--- src/rtl/fifo_uart_pkg.sv ---
`default_nettype none
// ============================================================================
// Module   : fifo_uart_pkg
// Brief    : State encoding and line levels shared by the FIFO-fed UART TX.
// Revision : 1.0 - initial release
// ============================================================================
package fifo_uart_pkg;

   localparam int STATE_W = 3;

   typedef enum logic [STATE_W-1:0] {
      IDLE   = 3'd0,
      START  = 3'd1,
      DATA   = 3'd2,
      PARITY = 3'd3,
      STOP   = 3'd4
   } state_t;

   localparam logic START_BIT = 1'b0;
   localparam logic STOP_BIT  = 1'b1;

endpackage
`default_nettype wire

--- src/rtl/baud_tick_counter.sv ---
`default_nettype none
// ============================================================================
// Module   : baud_tick_counter
// Brief    : Bit-period counter; out_tick marks the last clock of each period.
// Revision : 1.0 - initial release
// ============================================================================
module baud_tick_counter #(
   parameter int CLKS_PER_BIT = 16
) (
   input  logic in_clock,
   input  logic in_reset,
   input  logic in_clear,
   output logic out_tick
);

   localparam int CNT_W = (CLKS_PER_BIT > 1) ? $clog2(CLKS_PER_BIT) : 1;
   localparam logic [CNT_W-1:0] LAST_CNT = CNT_W'(CLKS_PER_BIT - 1);

   logic [CNT_W-1:0] cnt_q;
   logic [CNT_W-1:0] cnt_d;

   always_comb begin
      cnt_d = cnt_q + CNT_W'(1);
      if (in_clear || (cnt_q == LAST_CNT)) begin
         cnt_d = '0;
      end
   end

   always_ff @(posedge in_clock or posedge in_reset) begin
      if (in_reset) begin
         cnt_q <= '0;
      end else begin
         cnt_q <= cnt_d;
      end
   end

   assign out_tick = (cnt_q == LAST_CNT);

endmodule
`default_nettype wire

--- src/rtl/fifo_uart_tx.sv ---
`default_nettype none
// ============================================================================
// Module   : fifo_uart_tx
// Brief    : Pops words from a show-ahead FIFO and sends them as UART frames.
//            Define FIFO_UART_TX_PARITY_EN to insert an even-parity bit.
// Revision : 1.0 - initial release
// ============================================================================
module fifo_uart_tx
   import fifo_uart_pkg::*;
#(
   parameter int DATA_WIDTH   = 8,
   parameter int CLKS_PER_BIT = 16
) (
   input  logic                  in_clock,
   input  logic                  in_reset,
   input  logic                  in_empty,
   input  logic [DATA_WIDTH-1:0] in_data,
   output logic                  out_take,
   output logic                  out_tx,
   output logic                  out_busy
);

   localparam int BIT_W = $clog2(DATA_WIDTH + 1);
   localparam logic [BIT_W-1:0] LAST_BIT = BIT_W'(DATA_WIDTH - 1);

   state_t                state_q, state_d;
   logic [DATA_WIDTH-1:0] shift_q, shift_d;
   logic [BIT_W-1:0]      bit_cnt_q, bit_cnt_d;
   logic                  tx_q, tx_d;
   logic                  tick;
   logic                  take;
`ifdef FIFO_UART_TX_PARITY_EN
   logic                  parity_q, parity_d;
`endif

   // Held in clear for the whole of IDLE so START always begins at count 0.
   baud_tick_counter #(
      .CLKS_PER_BIT (CLKS_PER_BIT)
   ) u_baud (
      .in_clock (in_clock),
      .in_reset (in_reset),
      .in_clear (state_q == IDLE),
      .out_tick (tick)
   );

   assign take = (state_q == IDLE) && !in_empty && !in_reset;

   always_comb begin
      state_d   = state_q;
      shift_d   = shift_q;
      bit_cnt_d = bit_cnt_q;
      tx_d      = tx_q;
`ifdef FIFO_UART_TX_PARITY_EN
      parity_d  = parity_q;
`endif
      // tx_d always carries the level for the state being entered.
      case (state_q)
         IDLE: begin
            tx_d      = STOP_BIT;
            bit_cnt_d = '0;
            if (take) begin
               shift_d = in_data;
`ifdef FIFO_UART_TX_PARITY_EN
               parity_d = ^in_data;
`endif
               tx_d    = START_BIT;
               state_d = START;
            end
         end
         START: begin
            if (tick) begin
               tx_d    = shift_q[0];
               state_d = DATA;
            end
         end
         DATA: begin
            if (tick) begin
               shift_d   = shift_q >> 1;
               bit_cnt_d = bit_cnt_q + BIT_W'(1);
               tx_d      = shift_d[0];
               if (bit_cnt_q == LAST_BIT) begin
`ifdef FIFO_UART_TX_PARITY_EN
                  tx_d    = parity_q;
                  state_d = PARITY;
`else
                  tx_d    = STOP_BIT;
                  state_d = STOP;
`endif
               end
            end
         end
`ifdef FIFO_UART_TX_PARITY_EN
         PARITY: begin
            if (tick) begin
               tx_d    = STOP_BIT;
               state_d = STOP;
            end
         end
`endif
         STOP: begin
            if (tick) begin
               tx_d    = STOP_BIT;
               state_d = IDLE;
            end
         end
         default: begin
            tx_d    = STOP_BIT;
            state_d = IDLE;
         end
      endcase
   end

   always_ff @(posedge in_clock or posedge in_reset) begin
      if (in_reset) begin
         state_q   <= IDLE;
         shift_q   <= '0;
         bit_cnt_q <= '0;
         tx_q      <= STOP_BIT;
`ifdef FIFO_UART_TX_PARITY_EN
         parity_q  <= 1'b0;
`endif
      end else begin
         state_q   <= state_d;
         shift_q   <= shift_d;
         bit_cnt_q <= bit_cnt_d;
         tx_q      <= tx_d;
`ifdef FIFO_UART_TX_PARITY_EN
         parity_q  <= parity_d;
`endif
      end
   end

   assign out_take = take;
   assign out_tx   = tx_q;
   assign out_busy = (state_q != IDLE);

endmodule
`default_nettype wire

--- config.mk ---
export PLATFORM = sky130hd
export DESIGN_NAME = fifo_uart_tx
export DESIGN_NICKNAME = d
export VERILOG_FILES = /design/src/rtl/fifo_uart_pkg.sv /design/src/rtl/baud_tick_counter.sv /design/src/rtl/fifo_uart_tx.sv
export SDC_FILE = /design/constraint.sdc
export NUM_CORES = 1
export LEC_CHECK = 0
export ABC_CLOCK_PERIOD_IN_PS = 2000
export CAP_MARGIN = 20
export CORE_MARGIN = 4
export CORE_UTILIZATION = 53
export CTS_BUF_LIST = sky130_fd_sc_hd__clkbuf_16
export DETAILED_ROUTE_END_ITERATION = 6
export PLACE_DENSITY = 0.86
export SLEW_MARGIN = 0
export SYNTH_ARGS = -nofsm -noshare
export SYNTH_HDL_FRONTEND = slang
export SYNTH_SLANG_ARGS = --single-unit
--- constraint.sdc ---
create_clock -name in_clock -period 2 [get_ports in_clock]
set_input_delay 0.6 -clock in_clock [delete_from_list [all_inputs] [get_ports in_clock]]
set_output_delay 0.6 -clock in_clock [all_outputs]
set_load 0.01 [all_outputs]
Yosys cells after proc, flatten, opt, wreduce, memory -nomap -nowiden --
Index checks and enable logic that the tools add are counted.
Cells by class: equal/unequal tests 10, multiplexer cells 18, add/sub/neg operators 2, reductions and logical operators 12
Operators by type and width (count):
- 8-bit two-way mux | 2
- 8-bit case mux with 2 select lines | 1
- 3-bit two-way mux | 5
- 3-bit case mux with 4 select lines | 1
- 2-bit inequality test, second input constant | 5
- 4-bit by 1-bit adder with 4-bit output, second input constant | 2
- 4-bit two-way mux | 2
- 4-bit case mux with 2 select lines | 1
- 3-bit AND reduction | 2
- 1-bit two-way mux | 5
- 5-bit AND reduction | 1
- 4-bit by 3-bit equality test with 1-bit output, second input constant | 1
- 4-bit equality test, second input constant | 1
- 1-bit case mux with 4 select lines | 1
- 3-bit by 1-bit equality test with 1-bit output, second input constant | 1
- 3-bit by 2-bit equality test with 1-bit output, second input constant | 1
- 3-bit equality test, second input constant | 1
- 3-bit logical NOT | 1
- 3-bit nonzero test | 1
- 1-bit logical AND | 2
- 1-bit logical NOT | 2
- 2-bit AND reduction | 1
- 2-bit nonzero test | 1
- 1-bit logical OR | 1
Word-level totals: bits in registers 20, logic and storage cells 47, input bits 11

Longest topological paths before layout --
word-level depth 5, mapped depth 6

Cells and area by module --
A second synthesis with hierarchy kept.
Second synthesis, totals: cell total of the unflattened synthesis 105, area total of the unflattened synthesis 1103.6 µm²
By module, submodules not included:
- fifo_uart_tx | seq. area each 401.6 µm², cells each 91, area each 928.4 µm², times used 1
- baud_tick_counter | seq. area each 100.1 µm², cells each 14, area each 175.2 µm², times used 1

Worst setup path after synthesis --
No wires, ideal clock.
path type register to output, start point register state_q[1], end point output port out_take, arrival 1.405 ns, path buffers 2, setup slack -0.005 ns, cell stages (with the launch flop) 6, cells stage by stage dfrtp_1 > buf_4 > nor3_4 > inv_2 > clkbuf_1 > nor3_1
On the way: cells in the longest elaborated chain, start to end 3
RTL lines:
- start: declaration | line fifo_uart_tx.sv:26 | state_t state_q, state_d;
- start signal: assignment | line fifo_uart_tx.sv:123 | state_q <= state_d;
- 3-bit logical NOT | line fifo_uart_tx.sv:46 | assign take = (state_q == IDLE) && !in_empty && !in_reset;
- 1-bit logical AND (2 in a row) | line fifo_uart_tx.sv:46
- end: declaration | line fifo_uart_tx.sv:18 | output logic out_take,
No other way between the ends.

Worst setup path in the final report --
start point input port in_empty, end point output port out_take
On the way: cells in the longest elaborated chain, start to end 3
RTL lines:
- start: declaration | line fifo_uart_tx.sv:16 | input logic in_empty,
- 1-bit logical NOT | line fifo_uart_tx.sv:46
- 1-bit logical AND (2 in a row) | line fifo_uart_tx.sv:46
No other way between the ends.

==> flow_summary.json <==
{
  "status": "complete, no violations",
  "final_cells": 144,
  "synth-edff-count": 0,
  "synth_area_leaders": "dfrtp_1 45%, o221a_1 7.5%, or4_1 6.4%, dfstp_2 2.5%, inv_1 2.5%",
  "pin_count": 14,
  "clk_pin_slew_worst_paths_ns": 0.05,
  "cp-start-kind": "input port",
  "grt_max_degree": 18,
  "vdd.ir_drop.worst_mv": 0.8025,
  "rows": 15,
  "drt.antenna.violating_nets": 0,
  "cp_cell_sequence": "clkdlybuf4s50_1, nor3_2, buf_2",
  "slew-limit-headroom": 0.8047,
  "die_w_um": 52.51,
  "ys_types": 36,
  "report.final.hold_viol_count": 0,
  "start_util": 0.5826,
  "core-area_sq_um": 1802,
  "tightestPinTransition_ns": 0.2922,
  "drt_pass1_iterations": 4,
  "clock-sinks": 20,
  "gp_congestion": 0.8569,
  "diodes": 0,
  "critPathMaxFanout": 2,
  "cts_buffers": 3,
  "synthToLayoutAreaGrowth_pct": 28.01,
  "grt_pass1_wl_um": 4146,
  "drt-total-wl_um": 2423,
  "yosysTopAreaCell": "dfrtp_1",
  "syn_inst": 97,
  "maxCapViolations": 0,
  "routedWlPerCell_um": 16.83,
  "h-tree-depth": 1,
  "grt_usage": 0.2094,
  "dp_hpwl_um": 1666,
  "p_total_mw": 0.8475,
  "vias": 890,
  "min_period_ns": 1.956,
  "syn_avg_cell_area_sq_um": 10.82,
  "async_reset_ff_frac": 1.000,
  "powerDensity_nw_per_um2": 630.7,
  "rsz0062_at_grt": "false",
  "die-area_sq_um": 2757,
  "drv_slew": 0,
  "cts_tree": "built",
  "final_nets": 133,
  "layout-drive-gt1-share": 0.1849,
  "dpl.cell_count": 139,
  "setup_tns_ns": 0,
  "syn-num-nets": 110,
  "drt_iter0_drc": 35,
  "die_h_um": 52.51,
  "worstPathRequired_ns": 1.40,
  "crit_arrival_ns": 1.36,
  "portBuffers": 13,
  "ys_seq_area_frac": 0.4779,
  "ys_ff_latch": 20,
  "synth-main-ff-cell": "dfrtp_1",
  "criticalPathCategory": "input port to output port",
  "setup_viol": 0,
  "syn_area_sq_um": 1050,
  "cp_slowest_cell": "clkdlybuf4s50_1",
  "insertion_delay_ns": 0.25,
  "cpPeakStageDelay_ns": 0.44,
  "endpoint_kind": "output port",
  "grt_pass1_vias": 845,
  "power.leakage_nw": 0.5715,
  "grt_antenna_before_repair": 0,
  "synth_top_area_frac": 0.4529,
  "yosys_warnings": 0,
  "cts_hold_buf": 0,
  "finalCritPeriodShare": 0.9782,
  "cts_root_buffer": "clkbuf_16",
  "fillCellCount": 134,
  "routed_via_density": 6.181,
  "hold_ws_ns": 0.4363,
  "drc": 0,
  "hold_path_class": "input port to asynchronous set/reset pin",
  "skew_ns": 0.001930,
  "timing.fmax_ghz": 0.5111,
  "grt-ovfl-total": 0,
  "clock_path_buffers": 2
}
[stage by stage]
step | cell area (sq um) | util | worst slack, ns
2_1_floorplan | 1055 | - | 0.1157
3_3_place_gp | 1260 | 0.6993 | -0.4280
3_5_place_dp | 1260 | 0.6993 | -0.4190
4_1_cts | 1333 | 0.7396 | 0.0009103
5_1_grt | 1344 | 0.7458 | 0.001049
6_report | 1344 | 0.7458 | 0.04361
[cell usage in the layout (no fill, tap or decap), drive strengths merged, types with 2 or more instances in the layout]
cell type      synthesis  final
o211ai                 3      3
and3                   2      2
a21oi                  5      5
nand3                  5      5
ha                     2      2
or4                    9      9
o31ai                  3      3
o21ai                  5      5
dfrtp                 19     19
inv                    8      8
clkbuf                 4      3
nor3                   3      3
nand2                  2      2
clkdlybuf4s50          0     10
o221a                  7      7
buf                    4     14
[layout make-up]
| class | count | area (sq um) | area share |
|---|---|---|---|
| multi-input cells | 61 | 476.7 | 0.3547 |
| clock buffers | 3 | 75.07 | 0.05587 |
| inverters | 8 | 30.03 | 0.02235 |
| clock inverters | 1 | 3.754 | 0.002793 |
| well taps | 25 | 31.28 | 0.02328 |
| repair buffers | 26 | 225.2 | 0.1676 |
| flip-flops and latches | 20 | 501.7 | 0.3734 |
[synth_stat cells, drive strengths merged (2+ instances only)]
cell type / count
and3: 2
nand3: 5
nor3: 3
inv: 8
o221a: 7
or4: 9
clkbuf: 4
a21oi: 5
buf: 4
nand2: 2
ha: 2
o31ai: 3
o21ai: 5
dfrtp: 19
o211ai: 3
[flip-flops by register name (all words and copies together) (netlist names)]
name / count
bit_cnt_q: 4
shift_q: 8
u_baud.cnt_q: 4
state_q: 3
out_tx: 1
[timing repair]
item / 4_1_cts / 5_1_grt
pin swaps: 1 / 2
gates resized for setup: 5 / 2
buffers inserted: 0 / 1
setup endpoints to repair: 2 / 2
[per-layer routing]
metal	wire length, um	track usage	vias to the layer above
met1	1048	0.2818	426
met3	140	0.05128	4
met2	1205	0.3368	37
li1	-	-	423
met4	29	0.05106	0
met5	0	0	-
[cells by family after synthesis]
logic type,after synthesis,synth area share
AND/OR/NAND/NOR,26,0.1681
flip-flops,20,0.4780
XOR/XNOR,2,0.01669
buffers and inverters,16,0.07269
AO/OA/AOI/OAI,31,0.2408
adder cells (fa/ha/maj),2,0.02383
[path summary, 6_finish.rpt]
path / startpoint / to / slack [ns] / cells past startpoint
setup reg to reg: state_q[1] / bit_cnt_q[3] / 0.12 / 5
hold reg to reg: u_baud.cnt_q[0] / u_baud.cnt_q[0] / 0.51 / 1
max in group asynchronous: in_reset / out_tx / 1.06 / 4
setup / recovery: in_empty / out_take / 0.04 / 3
hold / removal: in_reset / shift_q[7] / 0.44 / 3
min in group in_clock: u_baud.cnt_q[0] / u_baud.cnt_q[0] / 0.51 / 1
[worst max-delay path: cells and delay by family]
family                 cells  cell delay (ns)
AND/OR/NAND/NOR            1             0.16
buffers and inverters      2             0.60
[power by group]
group	switching, mW	total (mW)	internal, mW
registers	0.000462	0.406	0.406
clock network	0.138	0.404	0.266
logic	0.0159	0.0371	0.0212
Note: power is estimated with default switching activity, not from simulation.
